[src/rtl/lbp_pkg.sv]
// rtl/lbp_pkg.sv - shared FSM states and 3x3 window index constants for the LBP engine
package lbp_pkg;

  typedef enum logic [2:0] {
    S_IDLE,
    S_BORDER,
    S_FETCH,
    S_LAST,
    S_WRITE,
    S_DONE
  } lbp_state_e;

  // Window slot k holds sample (row-1 + k%3, col-1 + k/3): column-major, oldest column first.
  localparam int WIN_N       = 9;
  localparam int CENTRE_IDX  = 4;
  localparam int FETCH_FULL  = 0;
  localparam int FETCH_SHIFT = 6;
  localparam int FETCH_END   = 8;

  // Window slot feeding each output bit b0..b7.
  localparam int NB_IDX [8] = '{0, 3, 6, 1, 7, 2, 5, 8};

endpackage

[src/rtl/lbp_code.sv]
// rtl/lbp_code.sv - combinational 8-neighbour LBP comparison over a flattened 3x3 window
module lbp_code
  import lbp_pkg::*;
#(
  parameter int DATA_W = 8
) (
  input  logic [WIN_N*DATA_W-1:0] win,
  input  logic                    mode,
  input  logic [DATA_W-1:0]       thr,
  output logic [7:0]              code
);

  logic [DATA_W:0] ref_v;

  // One extra bit so centre+thr never wraps below a bright neighbour.
  always_comb begin
    ref_v = {1'b0, win[CENTRE_IDX*DATA_W +: DATA_W]} + (mode ? {1'b0, thr} : '0);
    code  = '0;
    for (int b = 0; b < 8; b++) begin
      code[b] = ({1'b0, win[NB_IDX[b]*DATA_W +: DATA_W]} >= ref_v);
    end
  end

endmodule

[src/rtl/lbp_window_engine.sv]
// rtl/lbp_window_engine.sv - raster-scan LBP engine: reads a gray frame, writes one code per pixel
module lbp_window_engine
  import lbp_pkg::*;
#(
  parameter  int IMG_W  = 128,
  parameter  int IMG_H  = 128,
  parameter  int DATA_W = 8,
  localparam int COL_W  = $clog2(IMG_W),
  localparam int ROW_W  = $clog2(IMG_H),
  localparam int ADDR_W = ROW_W + COL_W
) (
  input  logic              clk,
  input  logic              reset,
  input  logic              gray_ready,
  output logic              gray_req,
  output logic [ADDR_W-1:0] gray_addr,
  input  logic [DATA_W-1:0] gray_data,
  input  logic              mode,
  input  logic [DATA_W-1:0] thr,
  output logic              lbp_valid,
  output logic [ADDR_W-1:0] lbp_addr,
  output logic [7:0]        lbp_data,
  output logic              finish
);

  lbp_state_e              state, state_nx;
  logic [ROW_W-1:0]        row, nx_row, f_row;
  logic [COL_W-1:0]        col, nx_col, f_col;
  logic [3:0]              fcnt, pend_idx;
  logic                    pend_valid;
  logic                    mode_r;
  logic [DATA_W-1:0]       thr_r;
  logic [DATA_W-1:0]       win [WIN_N];
  logic [WIN_N*DATA_W-1:0] win_flat;
  logic [ADDR_W-1:0]       addr_hold;
  logic [7:0]              code;
  logic                    last_col, last_row, is_last, nx_border;

  always_comb begin
    last_col  = (col == COL_W'(IMG_W - 1));
    last_row  = (row == ROW_W'(IMG_H - 1));
    is_last   = last_col && last_row;
    nx_col    = last_col ? '0 : col + COL_W'(1);
    nx_row    = last_col ? row + ROW_W'(1) : row;
    nx_border = (nx_row == '0) || (nx_row == ROW_W'(IMG_H - 1)) ||
                (nx_col == '0) || (nx_col == COL_W'(IMG_W - 1));
    f_row     = row + ROW_W'(fcnt % 4'd3) - ROW_W'(1);
    f_col     = col + COL_W'(fcnt / 4'd3) - COL_W'(1);
  end

  always_comb begin
    state_nx = state;
    case (state)
      S_IDLE:           if (gray_ready) state_nx = S_BORDER;
      S_BORDER,
      S_WRITE:          state_nx = is_last ? S_DONE : (nx_border ? S_BORDER : S_FETCH);
      S_FETCH:          if (fcnt == 4'(FETCH_END)) state_nx = S_LAST;
      S_LAST:           state_nx = S_WRITE;
      S_DONE:           state_nx = S_DONE;
      default:          state_nx = S_IDLE;
    endcase
  end

  always_ff @(posedge clk or negedge reset) begin
    if (!reset) begin
      state      <= S_IDLE;
      row        <= '0;
      col        <= '0;
      fcnt       <= '0;
      pend_valid <= 1'b0;
      pend_idx   <= '0;
      mode_r     <= 1'b0;
      thr_r      <= '0;
      addr_hold  <= '0;
      for (int i = 0; i < WIN_N; i++) win[i] <= '0;
    end else begin
      state      <= state_nx;
      // Read data lands one cycle after its request; remember which slot it belongs to.
      pend_valid <= (state == S_FETCH);
      pend_idx   <= fcnt;
      if (pend_valid) win[pend_idx] <= gray_data;
      case (state)
        S_IDLE: if (gray_ready) begin
          mode_r <= mode;
          thr_r  <= thr;
        end
        S_BORDER, S_WRITE: if (!is_last) begin
          row <= nx_row;
          col <= nx_col;
          if (!nx_border) begin
            if (nx_col == COL_W'(1)) begin
              fcnt <= 4'(FETCH_FULL);
            end else begin
              fcnt <= 4'(FETCH_SHIFT);
              for (int i = 0; i < 6; i++) win[i] <= win[i+3];
            end
          end
        end
        S_FETCH: begin
          addr_hold <= {f_row, f_col};
          if (fcnt != 4'(FETCH_END)) fcnt <= fcnt + 4'd1;
        end
        default: ;
      endcase
    end
  end

  always_comb begin
    win_flat = '0;
    for (int i = 0; i < WIN_N; i++) win_flat[i*DATA_W +: DATA_W] = win[i];
  end

  lbp_code #(.DATA_W(DATA_W)) u_code (
    .win  (win_flat),
    .mode (mode_r),
    .thr  (thr_r),
    .code (code)
  );

  assign gray_req  = (state == S_FETCH);
  assign gray_addr = gray_req ? {f_row, f_col} : addr_hold;
  assign lbp_valid = (state == S_BORDER) || (state == S_WRITE);
  assign lbp_addr  = {row, col};
  assign lbp_data  = (state == S_WRITE) ? code : 8'h00;
  assign finish    = (state == S_DONE);

endmodule

[config.mk]
export PLATFORM = sky130hd
export DESIGN_NAME = lbp_window_engine
export DESIGN_NICKNAME = d
export VERILOG_FILES = /design/src/rtl/lbp_pkg.sv /design/src/rtl/lbp_code.sv /design/src/rtl/lbp_window_engine.sv
export SDC_FILE = /design/constraint.sdc
export NUM_CORES = 1
export LEC_CHECK = 0
export CORE_ASPECT_RATIO = 0.6
export CORE_MARGIN = 2
export CORE_UTILIZATION = 54
export DETAILED_ROUTE_END_ITERATION = 12
export GPL_ROUTABILITY_DRIVEN = 0
export PLACE_DENSITY = 0.77
export SLEW_MARGIN = 20
export SYNTH_ARGS = -nofsm -noshare
export SYNTH_HDL_FRONTEND = slang
export SYNTH_SLANG_ARGS = --single-unit
[constraint.sdc]
create_clock -name clk -period 4.7 [get_ports clk]
set_input_delay 0.94 -clock clk [delete_from_list [all_inputs] [get_ports clk]]
set_output_delay 0.94 -clock clk [all_outputs]
set_load 0.01 [all_outputs]
-- Yosys cells after proc, flatten, opt, wreduce, memory -nomap -nowiden
Index checks and enable logic that the tools add are counted.
- output and inout bits: 39
- latch bits: 0
- ROM bits: 0
- bits of input ports: 20
- logic and storage cells: 95
- memory bits (writable): 0
- memories: 0
- flip-flop bits (word level): 121
- mux-type cells: 23
- multipliers: 0
- equality and inequality tests: 17
- div/mod/pow operators: 2
- reduce and logical (&&, ||, !) cells: 15
- magnitude comparators: 10
- shifts and indexed selects: 0
- bitwise gates (word level): 2
- add/sub/neg operators: 8
- operators with widths (kind ; count):
    two-way mux 48 bit ; 4
    bitwise mux 72 bit ; 1
    >= comparator 8 x 9 -> 1 bit ; 8
    two-way mux 72 bit ; 1
    demux 8 bit (select 4 bit) ; 1
    equality test 7 bit (second input constant) ; 4
    two-way mux 8 bit ; 3
    one-hot mux 3 bit (5 select lines) ; 1
    adder 7 x 1 -> 7 bit (second input constant) ; 2
    adder 7 bit ; 2
    zero test 7 bit ; 2
    two-way mux 14 bit ; 1
    two-way mux 7 bit ; 2
    subtractor 7 x 1 -> 7 bit (second input constant) ; 2
    two-way mux 3 bit ; 4
    two-way mux 4 bit ; 3
    adder 8 x 9 -> 9 bit ; 1
    one-hot mux 4 bit (2 select lines) ; 1
    divider 4 x 2 -> 7 bit (second input constant) ; 1
    equality test 7 x 1 -> 1 bit (second input constant) ; 1
    modulo 4 x 2 -> 7 bit (second input constant) ; 1
    equality test 3 x 2 -> 1 bit (second input constant) ; 2
    equality test 3 bit (second input constant) ; 2
    != test 2 bit (second input constant) ; 3
    other kinds (17) ; 24

-- Depth between registers and ports, before layout
Gate-level depths: netlist (run 1).
- depth after elaboration: 11
- mapped depth: 25

-- Hierarchy
From an unflattened synthesis (run 1), not the netlist that was laid out.
- cell total of the unflattened synthesis: 787
- area total of the unflattened synthesis: 8421.8 um^2
- modules (own cells, without submodules) (module ; area each (um^2) ; cells an instance ; instances):
    lbp_window_engine ; 6631.4 ; 560 ; 1
    lbp_code ; 1790.5 ; 227 ; 1

-- Worst setup path before layout (run 1)
No wires, ideal clock.
- kind: register to output
- from: register fcnt[2]
- to: output port gray_addr[13]
- stages on the path, launching flop included: 26
- required time: 3.760 ns
- buffers on the path: 2
- arrival time: 4.393 ns
- slack: -0.633 ns
- cells stage by stage: dfrtp_1 clkbuf_1 nand2b_1 inv_1 ha_1 inv_1 ha_1 clkbuf_1 a21boi_1 xnor2_1 ha_1 nor2_1 nand2_1 nor2_1 nor2_1 xor2_1 ha_1 inv_1 ha_1 a21o_1 a21oi_1 o21bai_1 a21oi_1 xnor2_1 xnor2_1 o21ai_0
- longest elaborated chain between the ends: 4
- ends and longest elaborated chain (element ; line ; text):
    start: declaration ; lbp_window_engine.sv:29 ; logic [3:0] fcnt, pend_idx;
    start signal: assignment ; lbp_window_engine.sv:92 ; fcnt <= 4'(FETCH_FULL);
    start signal: assignment ; lbp_window_engine.sv:94 ; fcnt <= 4'(FETCH_SHIFT);
    start signal: assignment ; lbp_window_engine.sv:101 ; if (fcnt != 4'(FETCH_END)) fcnt <= fcnt + 4'd1;
    modulo 4 x 2 -> 7 bit ; lbp_window_engine.sv:47 ; f_row = row + ROW_W'(fcnt % 4'd3) - ROW_W'(1);
    adder 7 bit ; lbp_window_engine.sv:47 ;
    subtractor 7 x 1 -> 7 bit ; lbp_window_engine.sv:47 ;
    two-way mux 14 bit ; n/a ;
    end: declaration ; lbp_window_engine.sv:16 ; output logic [ADDR_W-1:0] gray_addr,
No other way between the ends.

-- Worst setup path after layout (run 1)
- from: register fcnt[3]
- to: output port gray_addr[13]
Same word-level chain as after synthesis.

==> results.md, run 1 <==
* Status: finished with violations
* Failing checks: negative setup slack
* CP Max Fanout at 3
* H-tree levels at 4
* Power, Total at 2560 uW
* Maxcap violations at 0
* Hold buffer count at cts at 0
* Total Wirelength at 21.9 mm
* Crit path time final at 5.11 ns
* Syn nets at 900
* Vias at 6456
* Largest net degree at the start of global routing at 66
* Die X at 164 um
* Final Cycle Share at 1.09
* FFs w/ async S/R, synth at 1.00
* Layout area overhead at 23.8%
* Final core utilization at 0.695
* WL/cell at 19.9 um
* Synth warn at 0
* Site row count at 34
* Router iterations before antenna repair at 6
* Path type of the worst setup path: reg -> out
* Total gr overflow at 0
* Die area at 16300 um2
* P per Cell Area at 250 nW/um2
* # diodes at 0
* Hold Slack at 0.473 ns
* Vias per cell at 5.87
* Post-synth EDFFs at 0
* Top_reg_cell synth: dfrtp_1
* CTS Buf Count at 17
* Static Leak at 0.00502 uW
* Mean Syn Cell Area at 10.7 um2
* Req. time, crit path at 3.76 ns
* Layout cells sized above 1 at 0.309
* IO Pins at 59
* Cell count after synthesis at 774
* Fill cells at 1044
* Clk_lat worst skew at 0.42 ns
* Final worst slack at -0.406 ns
* First DRT Iteration DRCs at 538
* Initial antenna violation count at 0
* Hold WC Path Type: reg -> reg
* Unrepaired setup endpoints after global routing: yes
* Initial Util at 0.562
* # nets final at 1015
* Number of synthesized register bits at 121
* Total GRT Usage at 0.275
* Max Clock Skew at 0.0108 ns
* Std-Cell Core Area at 14700 um2
* PortBufs at 58
* Global-route wire length before repair at 34.6 mm
* Syn Std Cell Area at 8270 um2
* Endpoints failing setup at 7
* Routed Antenna Nets at 0
* Worst setup EP type: output pin
* Max frequency at 0.196 GHz
* Pins Over Slew Limit at 0
* CTS clk-pin slew, worst paths at 0.06 ns
* VDD IR-drop max at 0.208 mV
* CTS tree: built
* CP Launch Type: flop
* Register area share after synthesis at 0.366
* Worst-margin pin slew at 1.13 ns
* Hpwl dp at 14.9 mm
* # DRC at 0
* Vias in the first global route at 6548
* CTS Sinks at 121
* Die H at 99.8 um
* Cell variety after synth at 57
* Worst EP arrival at 4.17 ns
* Final Hold Fails at 0
* CTS max path bufs at 2
* CTS Root Cell: clkbuf_16
* Rel. slew slack at 0.241
## cells in the mapped netlist, types with 3 or more instances
cell / n / share of area
a21o_1: 24 / 0.022
a21oi_1: 37 / 0.022
a31oi_1: 3 / 0.0023
and2_1: 12 / 0.0091
and3_1: 3 / 0.0023
and3b_1: 3 / 0.0032
buf_4: 3 / 0.0027
buf_6: 4 / 0.0054
clkbuf_1: 10 / 0.0045
dfrtp_1: 121 / 0.37
fa_1: 3 / 0.0073
ha_1: 103 / 0.16
inv_1: 51 / 0.023
mux2_2: 115 / 0.16
mux2_4: 5 / 0.0091
mux2i_1: 16 / 0.019
nand2_1: 51 / 0.023
nand2b_1: 13 / 0.0098
nand3_1: 14 / 0.0085
nand4_1: 3 / 0.0023
nor2_1: 41 / 0.019
nor2b_1: 13 / 0.0098
nor3_1: 3 / 0.0018
nor3b_1: 3 / 0.0027
o211ai_1: 11 / 0.010
o21ai_0: 35 / 0.021
o21bai_1: 4 / 0.0036
o31ai_1: 3 / 0.0027
xnor2_1: 25 / 0.026
xor2_1: 10 / 0.011
## final timing paths
path	endpoint	slack [ns]	depth (start not counted)	from
setup / recovery	gray_addr[13]	-0.41	24	fcnt[3]
hold / removal	addr_hold[13]	0.47	2	addr_hold[13]
setup reg to reg	addr_hold[10]	0.94	23	fcnt[3]
hold reg to reg	addr_hold[13]	0.47	2	addr_hold[13]
max in group asynchronous	win[66]	3.09	2	reset
min in group asynchronous	addr_hold[13]	0.61	1	reset
## timing repair
item / CTS / global route
gates cloned: 0 / 0
resized for setup: 72 / 29
setup buffers: 14 / 6
pin swaps: 28 / 23
setup endpoints to repair: 18 / 18
## placed cells by master, fill, tap and decap left out, types with 3 or more instances in the layout
master,netlist,routed
nor2b_1,13,12
mux2_4,5,5
o211ai_1,11,11
ha_1,103,95
a21o_1,24,24
nand4_1,3,3
inv_1,51,43
mux2_2,115,115
dlygate4sd2_1,0,6
ha_4,0,6
o21bai_1,4,3
o21ai_1,0,6
inv_2,0,6
clkdlybuf4s50_1,0,39
nand3_1,14,14
nor3_1,3,3
buf_4,3,58
xnor2_1,25,22
and2_1,12,12
nand2_1,51,50
o21ai_0,35,28
o31ai_1,3,3
buf_6,4,3
xor2_1,10,8
a21oi_2,0,11
mux2i_1,16,15
clkbuf_16,0,17
and3_1,3,3
bufinv_16,0,3
clkbuf_2,0,3
o21ai_2,2,3
xnor2_2,0,3
clkinv_4,0,4
buf_2,2,6
and3b_1,3,3
clkinvlp_4,0,4
nand2b_1,13,12
nor2_1,41,38
a21oi_1,37,26
dfrtp_1,121,119
## logic make-up (layout without fill, tap and decap cells)
family / count (synthesis) / count (layout) / synth area share
mux: 136 / 136 / 0.185
compound gates: 132 / 132 / 0.104
fa+ha+maj: 106 / 106 / 0.163
buf+inv: 73 / 201 / 0.0404
flops: 121 / 121 / 0.366
xor+xnor: 35 / 35 / 0.0371
simple gates: 171 / 171 / 0.104
## where the power goes
part | internal (uW) | switching [uW] | leakage [uW] | total (uW)
registers | 1050 | 7.96 | 0.00159 | 1060
clock network | 850 | 517 | 0.000288 | 1370
logic | 53.4 | 73.8 | 0.00314 | 127
total | 1960 | 599 | 0.00502 | 2560
## per-layer routing
| metal | vias up | global-route usage | wire length [um] |
|---|---|---|---|
| met2 | 258 | 0.409 | 9570 |
| met3 | 36 | 0.0475 | 1410 |
| met1 | 3193 | 0.414 | 10600 |
| met5 | - | 0 | 0 |
| met4 | 0 | 0.0735 | 336 |
| li1 | 2969 | - | - |
## area by class of cell
type                    count  area, um2  share of cell area
inverters                  51        196              0.0192
clock inverters            14        174              0.0170
flip-flops and latches    121       3030               0.296
multi-input cells         580       5160               0.504
clock buffers              18        439              0.0429
well taps                 198        248              0.0242
repair buffers            118        988              0.0966
## critical path, stage by stage (launching register included)
cell and delay [ns]:
dfrtp_1 0.39, nand2b_4 0.16, inv_4 0.06, ha_4 0.13, inv_4 0.04, ha_4 0.15
buf_4 0.15, nor3b_4 0.27, a31oi_4 0.08, nor2_4 0.14, nand2_2 0.09, nor2_4 0.14
nor2_2 0.05, xor2_1 0.14, ha_1 0.35, inv_2 0.08, ha_4 0.20, a21o_1 0.19
a21oi_2 0.14, o21bai_1 0.10, a21oi_2 0.15, xnor2_1 0.14, xnor2_1 0.11, o21ai_2 0.17
buf_2 0.15
## through the flow
step	std cells	TNS, ns	instance area, um2	worst slack, ns
3_3_place_gp	1048	-0.993	9320	-0.259
2_1_floorplan	774	-0.0311	8360	-0.0311
4_1_cts	1094	-1.11	10100	-0.332
6_report	1100	-1.79	10200	-0.406
5_1_grt	1100	-3.33	10200	-0.606
3_5_place_dp	1048	-3.51	9320	-0.435
(Power assumes the default switching activity.)
==> run 2: changes to the inputs <==
CORE_MARGIN = not set   (was 2)
==> run 2 against run 1 <==
Against the previous run: power is 0.66% lower; clock power hardly changed; largest power group unchanged; design area hardly changed; the flow still finishes with violations (negative setup slack); first-iteration DRC count is 4.5% higher; critical path depth stayed put; maximum frequency hardly changed; wire length is 0.28% lower.
==> results.md, run 2 (synthesis gave the netlist of run 1 again) <==
* Highest-count cells in the layout ignoring fill and taps: 120 x dfrtp_1, 115 x mux2_2, 95 x ha_1, 58 x buf_4, 50 x nand2_1
* CP Launch Type: flop
* Fill cells at 1003 (-3.9%)
* CTS Buf Count at 17 (unchanged)
* Total Wirelength at 21.8 mm (-0.28%)
* Max Clock Skew at 0.0118 ns (+0.000933 ns)
* Crit path time final at 5.10 ns (-0.00281 ns)
* Std-Cell Core Area at 14700 um2 (unchanged)
* Unrepaired setup endpoints after global routing: yes
* H-tree levels at 4 (unchanged)
* Final Hold Fails at 0 (unchanged)
* Die area at 15800 um2 (-3.2%)
* # nets final at 1016 (+0.099%)
* Largest net degree at the start of global routing at 62 (-6.1%)
* Initial Util at 0.562 (unchanged)
* Hold buffer count at cts at 0 (unchanged)
* # DRC at 0 (unchanged)
* Global-route wire length before repair at 34.2 mm (-1.2%)
* Failing checks: negative setup slack
* Global Route met1 Usage at 0.420 (+0.00572)
* Met3 Usage GRT at 0.0433 (-0.00419)
* Layout cells sized above 1 at 0.313 (+0.00409)
* IO Pins at 59 (unchanged)
* Total gr overflow at 0 (unchanged)
* Pins Over Slew Limit at 0 (unchanged)
* VDD IR-drop max at 0.300 mV (+44%)
* Die H at 97.8 um (-2.0%)
* Place WS at -0.446 ns (-0.0116 ns)
* Clk_lat worst skew at 0.42 ns (about the same)
* Layout area overhead at 23.8% (about the same)
* Final Cycle Share at 1.09 (about the same)
* Total GRT Usage at 0.281 (+0.00595)
* Path type of the worst setup path: reg -> out
* Final worst slack at -0.404 ns (+0.00281 ns)
* Vias in the first global route at 6345 (-3.1%)
* Vias at 6507 (+0.79%)
* # diodes at 0 (unchanged)
* Dpl cells at 1044 (-0.38%)
* CTS max path bufs at 2 (unchanged)
* Register area at 3030 um2 (about the same)
* Cell Area, Placed at 9300 um2 (-0.19%)
* Worst setup EP type: output pin
* Site row count at 34 (unchanged)
* Non-Filler Instances at 1101 (+0.091%)
* Routed Antenna Nets at 0 (unchanged)
* Worst-margin pin slew at 1.22 ns (+0.0949 ns)
* Initial antenna violation count at 0 (unchanged)
* Max frequency at 0.196 GHz (about the same)
* Hold Slack at 0.467 ns (-0.00590 ns)
* First DRT Iteration DRCs at 562 (+4.5%)
* CTS clk-pin slew, worst paths at 0.06 ns (about the same)
* Maxcap violations at 0 (unchanged)
* Hpwl dp at 14.5 mm (-2.6%)
* CTS tree: built
* PortBufs at 58 (unchanged)
* GRT met2 Usage at 0.414 (+0.00560)
* CP Max Fanout at 4 (+1)
* Gr busiest metal: met1
* CTS Root Cell: clkbuf_16
* Final Cell Area at 10200 um2 (about the same)
* Status: finished with violations
* Router iterations before antenna repair at 7 (+1)
* Hold WC Path Type: reg -> reg
* Req. time, crit path at 3.76 ns (about the same)
* Static Leak at 0.00504 uW (+0.36%)
* Die X at 162 um (-1.2%)
* Multi-input gate area at 5150 um2 (about the same)
* Final core utilization at 0.695 (about the same)
* Most common cell after layout, fill and taps aside: dfrtp_1
* CTS Sinks at 121 (unchanged)
* Vias per cell at 5.91 (+0.70%)
* WL/cell at 19.8 um (-0.37%)
* P per Cell Area at 248 nW/um2 (-0.67%)
* Endpoints failing setup at 8 (+1)
* Rel. slew slack at 0.177 (-0.0639)
* Worst EP arrival at 4.16 ns (about the same)
run 2: changes by cell type in the layout (fill, tap and decap cells not counted), sizes merged:
| cell | change |
|---|---|
| buf | +2 |
| clkdlybuf4s50 | -1 |
| clkinvlp | +1 |
| dlymetal6s2s | +1 |
| dlygate4sd2 | -2 |
run 2: through the flow:
stage / setup TNS (ns) / total power [uW]
after global routing: -3.03 / 2610
after floorplan: -0.0311 / 1130
after CTS: -0.782 / 2540
after detailed placement: -2.65 / 1200
after global placement: -0.810 / 1200
final: -1.48 / 2540
run 2: area by class of cell:
| class | instances | area share |
|---|---|---|
| Timing Repair Buffer | 119 | 0.0982 |
| Inverter | 51 | 0.0192 |
| Tap cell | 198 | 0.0242 |
| Multi-Input combinational cell | 580 | 0.504 |
| Sequential cell | 121 | 0.296 |
| Clock inverter | 15 | 0.0174 |
| Clock buffer | 17 | 0.0416 |
run 2: critical path, stage by stage, from the launching register on:
cell,delay (ns)
dfrtp_1,0.41
nand2b_4,0.17
inv_4,0.06
ha_4,0.13
inv_4,0.04
ha_4,0.15
a21boi_4,0.14
xnor2_2,0.14
ha_2,0.21
nor2_4,0.12
nand2_2,0.09
nor2_4,0.15
nor2_2,0.06
xor2_1,0.14
ha_1,0.34
inv_2,0.08
ha_4,0.19
a21o_1,0.19
a21oi_2,0.15
o21bai_1,0.08
a21oi_1,0.15
xnor2_1,0.15
xnor2_1,0.10
o21ai_2,0.15
buf_2,0.15
run 2: where the power goes:
part / internal [uW] / switching [uW] / total (uW)
logic: 54.1 / 74.8 / 129
clock network: 833 / 516 / 1350
registers: 1050 / 7.56 / 1060
run 2: metal layers:
metal  up-vias  part of all wire  routed length (um)
met1      3210              0.47               10300
met4         0             0.020                 427
met2       270              0.43                9480
met5         -                 0                   0
met3        46             0.072                1570
li1       2981                 -                   -
run 2: path summary, 6_finish.rpt:
kind                                 end           from  slack [ns]  depth (start not counted)
setup / recovery           gray_addr[13]        fcnt[3]       -0.40                         24
setup reg to reg           addr_hold[12]        fcnt[3]        0.99                         24
min in group asynchronous  addr_hold[12]          reset        0.61                          1
hold reg to reg            addr_hold[13]  addr_hold[13]        0.47                          2
max in group asynchronous        fcnt[2]          reset        3.19                          2
hold / removal             addr_hold[13]  addr_hold[13]        0.47                          2
run 2: repair_timing:
item / CTS / global route
setup endpoints to repair: 18 / 19
setup buffers: 16 / 9
gates resized for setup: 83 / 24
pin swaps: 27 / 26
==> run 3: changes to the inputs <==
REMOVE_ABC_BUFFERS = 1   (was not set)
==> run 3 against run 2 <==
Against the previous run: the flow still finishes with violations (negative setup slack); sequential share of layout area decreased by 0.17 points; power about the same; clock skew decreased by 0.0028 ns; sequential cell count unchanged; sequential power about the same; critical endpoint unchanged; cell count increased by 0.54%; clock-buffer cell count increased by 7; critical path depth unchanged; via count decreased by 2.2%; critical path type unchanged; non-clock buffer count increased by 7.
==> results.md, run 3 (synthesis gave the netlist of run 1 again) <==
* CTS clk-pin slew, worst paths at 0.05 ns (about the same)
* Routed Antenna Nets at 0 (unchanged)
* Worst-margin pin slew at 0.968 ns (-0.256 ns)
* Hold WC Path Type: reg -> reg
* Crit-path most repeated cell: ha_4
* CTS Sinks at 121 (unchanged)
* Hold Slack at 0.479 ns (+0.0120 ns)
* Status: finished with violations
* CP Max Fanout at 3 (-1)
* Site row count at 34 (unchanged)
* Router iterations before antenna repair at 7 (unchanged)
* First DRT Iteration DRCs at 427 (-24%)
* Total gr overflow at 0 (unchanged)
* M1 WL at 10.0 mm (-3.1%)
* Fill cells at 1022 (+1.9%)
* Endpoints failing setup at 7 (-1)
* Worst EP arrival at 4.18 ns (+0.02 ns)
* Die H at 97.8 um (unchanged)
* Max Used Layer: met4
* Cell Area, Placed at 9250 um2 (-0.55%)
* P per Cell Area at 246 nW/um2 (-0.62%)
* Crit-path leading delay family: adder cells
* H-tree levels at 4 (unchanged)
* Worst setup EP type: output pin
* Place WS at -0.775 ns (-0.329 ns)
* Rel. slew slack at 0.353 (+0.176)
* CTS tree: built
* Layout cells sized above 1 at 0.305 (-0.00867)
* Unrepaired setup endpoints after global routing: yes
* Largest net degree at the start of global routing at 75 (+21%)
* Pins Over Slew Limit at 0 (unchanged)
* # diodes at 0 (unchanged)
* IO Pins at 59 (unchanged)
* Maxcap violations at 0 (unchanged)
* Std-Cell Core Area at 14700 um2 (unchanged)
* Failing checks: negative setup slack
* CP cell instances: nand2b_4 -> inv_4 -> ha_4 -> inv_4 -> ha_4 -> a21boi_4 -> xnor2_2 -> ha_2 -> nor2_4 -> nand2_2 -> buf_4 -> buf_4 -> nand3_1 -> xor2_1 -> ha_1 -> inv_2 -> ha_4 -> a21oi_2 -> o21bai_1 -> a21oi_1 -> xnor2_1 -> xnor2_1 -> o21ai_1 -> buf_2
* Highest-count cells in the layout ignoring fill and taps: 121 x dfrtp_1, 115 x mux2_2, 94 x ha_1, 65 x buf_4, 50 x nand2_1
* Met3 wire len at 1.27 mm (-19%)
* Hpwl dp at 14.3 mm (-1.6%)
* Final Hold Fails at 0 (unchanged)
* Req. time, crit path at 3.76 ns (about the same)
* CTS Buf Count at 17 (unchanged)
* Most common cell after layout, fill and taps aside: dfrtp_1
* Layout area overhead at 24.5%
* Max frequency at 0.195 GHz (-0.40%)
* Slowest CP cell: dfrtp_1
* Power, Total at 2540 uW (about the same)
* Final Cell Area at 10300 um2 (+0.53%)
* Crit path time final at 5.12 ns (+0.0205 ns)
* Initial antenna violation count at 0 (unchanged)
* # nets final at 1023 (+0.69%)
* VDD IR-drop max at 0.222 mV (-26%)
* Initial Util at 0.562 (unchanged)
* Vias in the first global route at 6608 (+4.1%)
* Max Clock Skew at 0.00896 ns (-0.00280 ns)
* Global-route wire length before repair at 34.4 mm (+0.56%)
* CP Buf/Inv Count at 6 (+2)
* Static Leak at 0.00514 uW (+2.0%)
* PortBufs at 58 (unchanged)
* Path type of the worst setup path: reg -> out
* Final Cycle Share at 1.09 (+0.00437)
* CTS max path bufs at 2 (unchanged)
* Vias per cell at 5.75 (-2.8%)
* Total Wirelength at 21.0 mm (-4.0%)
* Die area at 15800 um2 (unchanged)
* Vias at 6362 (-2.2%)
* Clk_lat worst skew at 0.42 ns (about the same)
* WL/cell at 18.9 um (-4.5%)
* Total GRT Usage at 0.281 (about the same)
* CTS Root Cell: clkbuf_16
* Critical path's largest stage delay at 0.39 ns (-0.02 ns)
* Die X at 162 um (unchanged)
* Hold buffer count at cts at 0 (unchanged)
* Met2 WL at 9.34 mm (-1.5%)
* Final worst slack at -0.424 ns (-0.0205 ns)
* CP Launch Type: flop
* # DRC at 0 (unchanged)
## run 3: cell count changes in the layout (fill, tap and decap cells not counted), moves of 3 or more
cell           delta
a21oi_2           -4
dlygate4sd2_1     +3
clkbuf_8          +7
buf_4             +7
clkinv_4          -3
clkbuf_2          -3
clkinvlp_4        -4
a21oi_1           +4
## run 3: final timing paths
check,depth (start not counted),endpoint,slack (ns),start
worst max-delay path,24,gray_addr[13],-0.42,fcnt[3]
worst max register to register,32,addr_hold[5],0.03,fcnt[3]
worst min-delay path,2,addr_hold[1],0.48,addr_hold[1]
max in group asynchronous,2,fcnt[2],3.04,reset
min in group asynchronous,1,thr_r[1],0.68,reset
worst min register to register,2,addr_hold[1],0.48,addr_hold[1]
## run 3: per-stage QoR
stage                     instances  utilization  setup TNS, ns
after floorplan                 752            -         -0.743
after global placement         1048        0.628          -1.62
after detailed placement       1048        0.628          -3.73
after CTS                      1105        0.696          -1.89
after global routing           1107        0.699          -3.22
final                          1107        0.699          -1.92
## run 3: power breakdown
group / internal, uW / switching [uW] / leakage [uW] / total, uW
sequential: 1050 / 7.98 / 0.00159 / 1060
clock: 873 / 478 / 0.000304 / 1350
combinational: 53.6 / 69.7 / 0.00325 / 123
total: 1980 / 556 / 0.00514 / 2540
## run 3: worst min-delay path, delay by kind of cell (launching register included)
| kind | cells | cell delay, ns |
|---|---|---|
| flops | 1 | 0.32 |
| simple gates | 2 | 0.12 |
## run 3: layout make-up
cell class,count,area [um2],area share
Multi-Input combinational cell,580,5120,0.498
Sequential cell,121,3030,0.294
Timing Repair Buffer,126,1090,0.106
Clock buffer,24,522,0.0507
Tap cell,198,248,0.0241
Inverter,51,199,0.0193
Clock inverter,7,87.6,0.00851
## run 3: per-layer routing
layer  track usage  vias up
li1              -     2988
met1         0.408     3114
met2         0.427      221
met3        0.0438       39
met4        0.0958        0
met5             0        -
## run 3: repair_timing
action                                  4_1_cts  5_1_grt
endpoints found under the setup margin       20       14
cloned                                        0        0
setup buffers                                26        2
pin swaps                                    32       21
gates resized for setup                      90       13
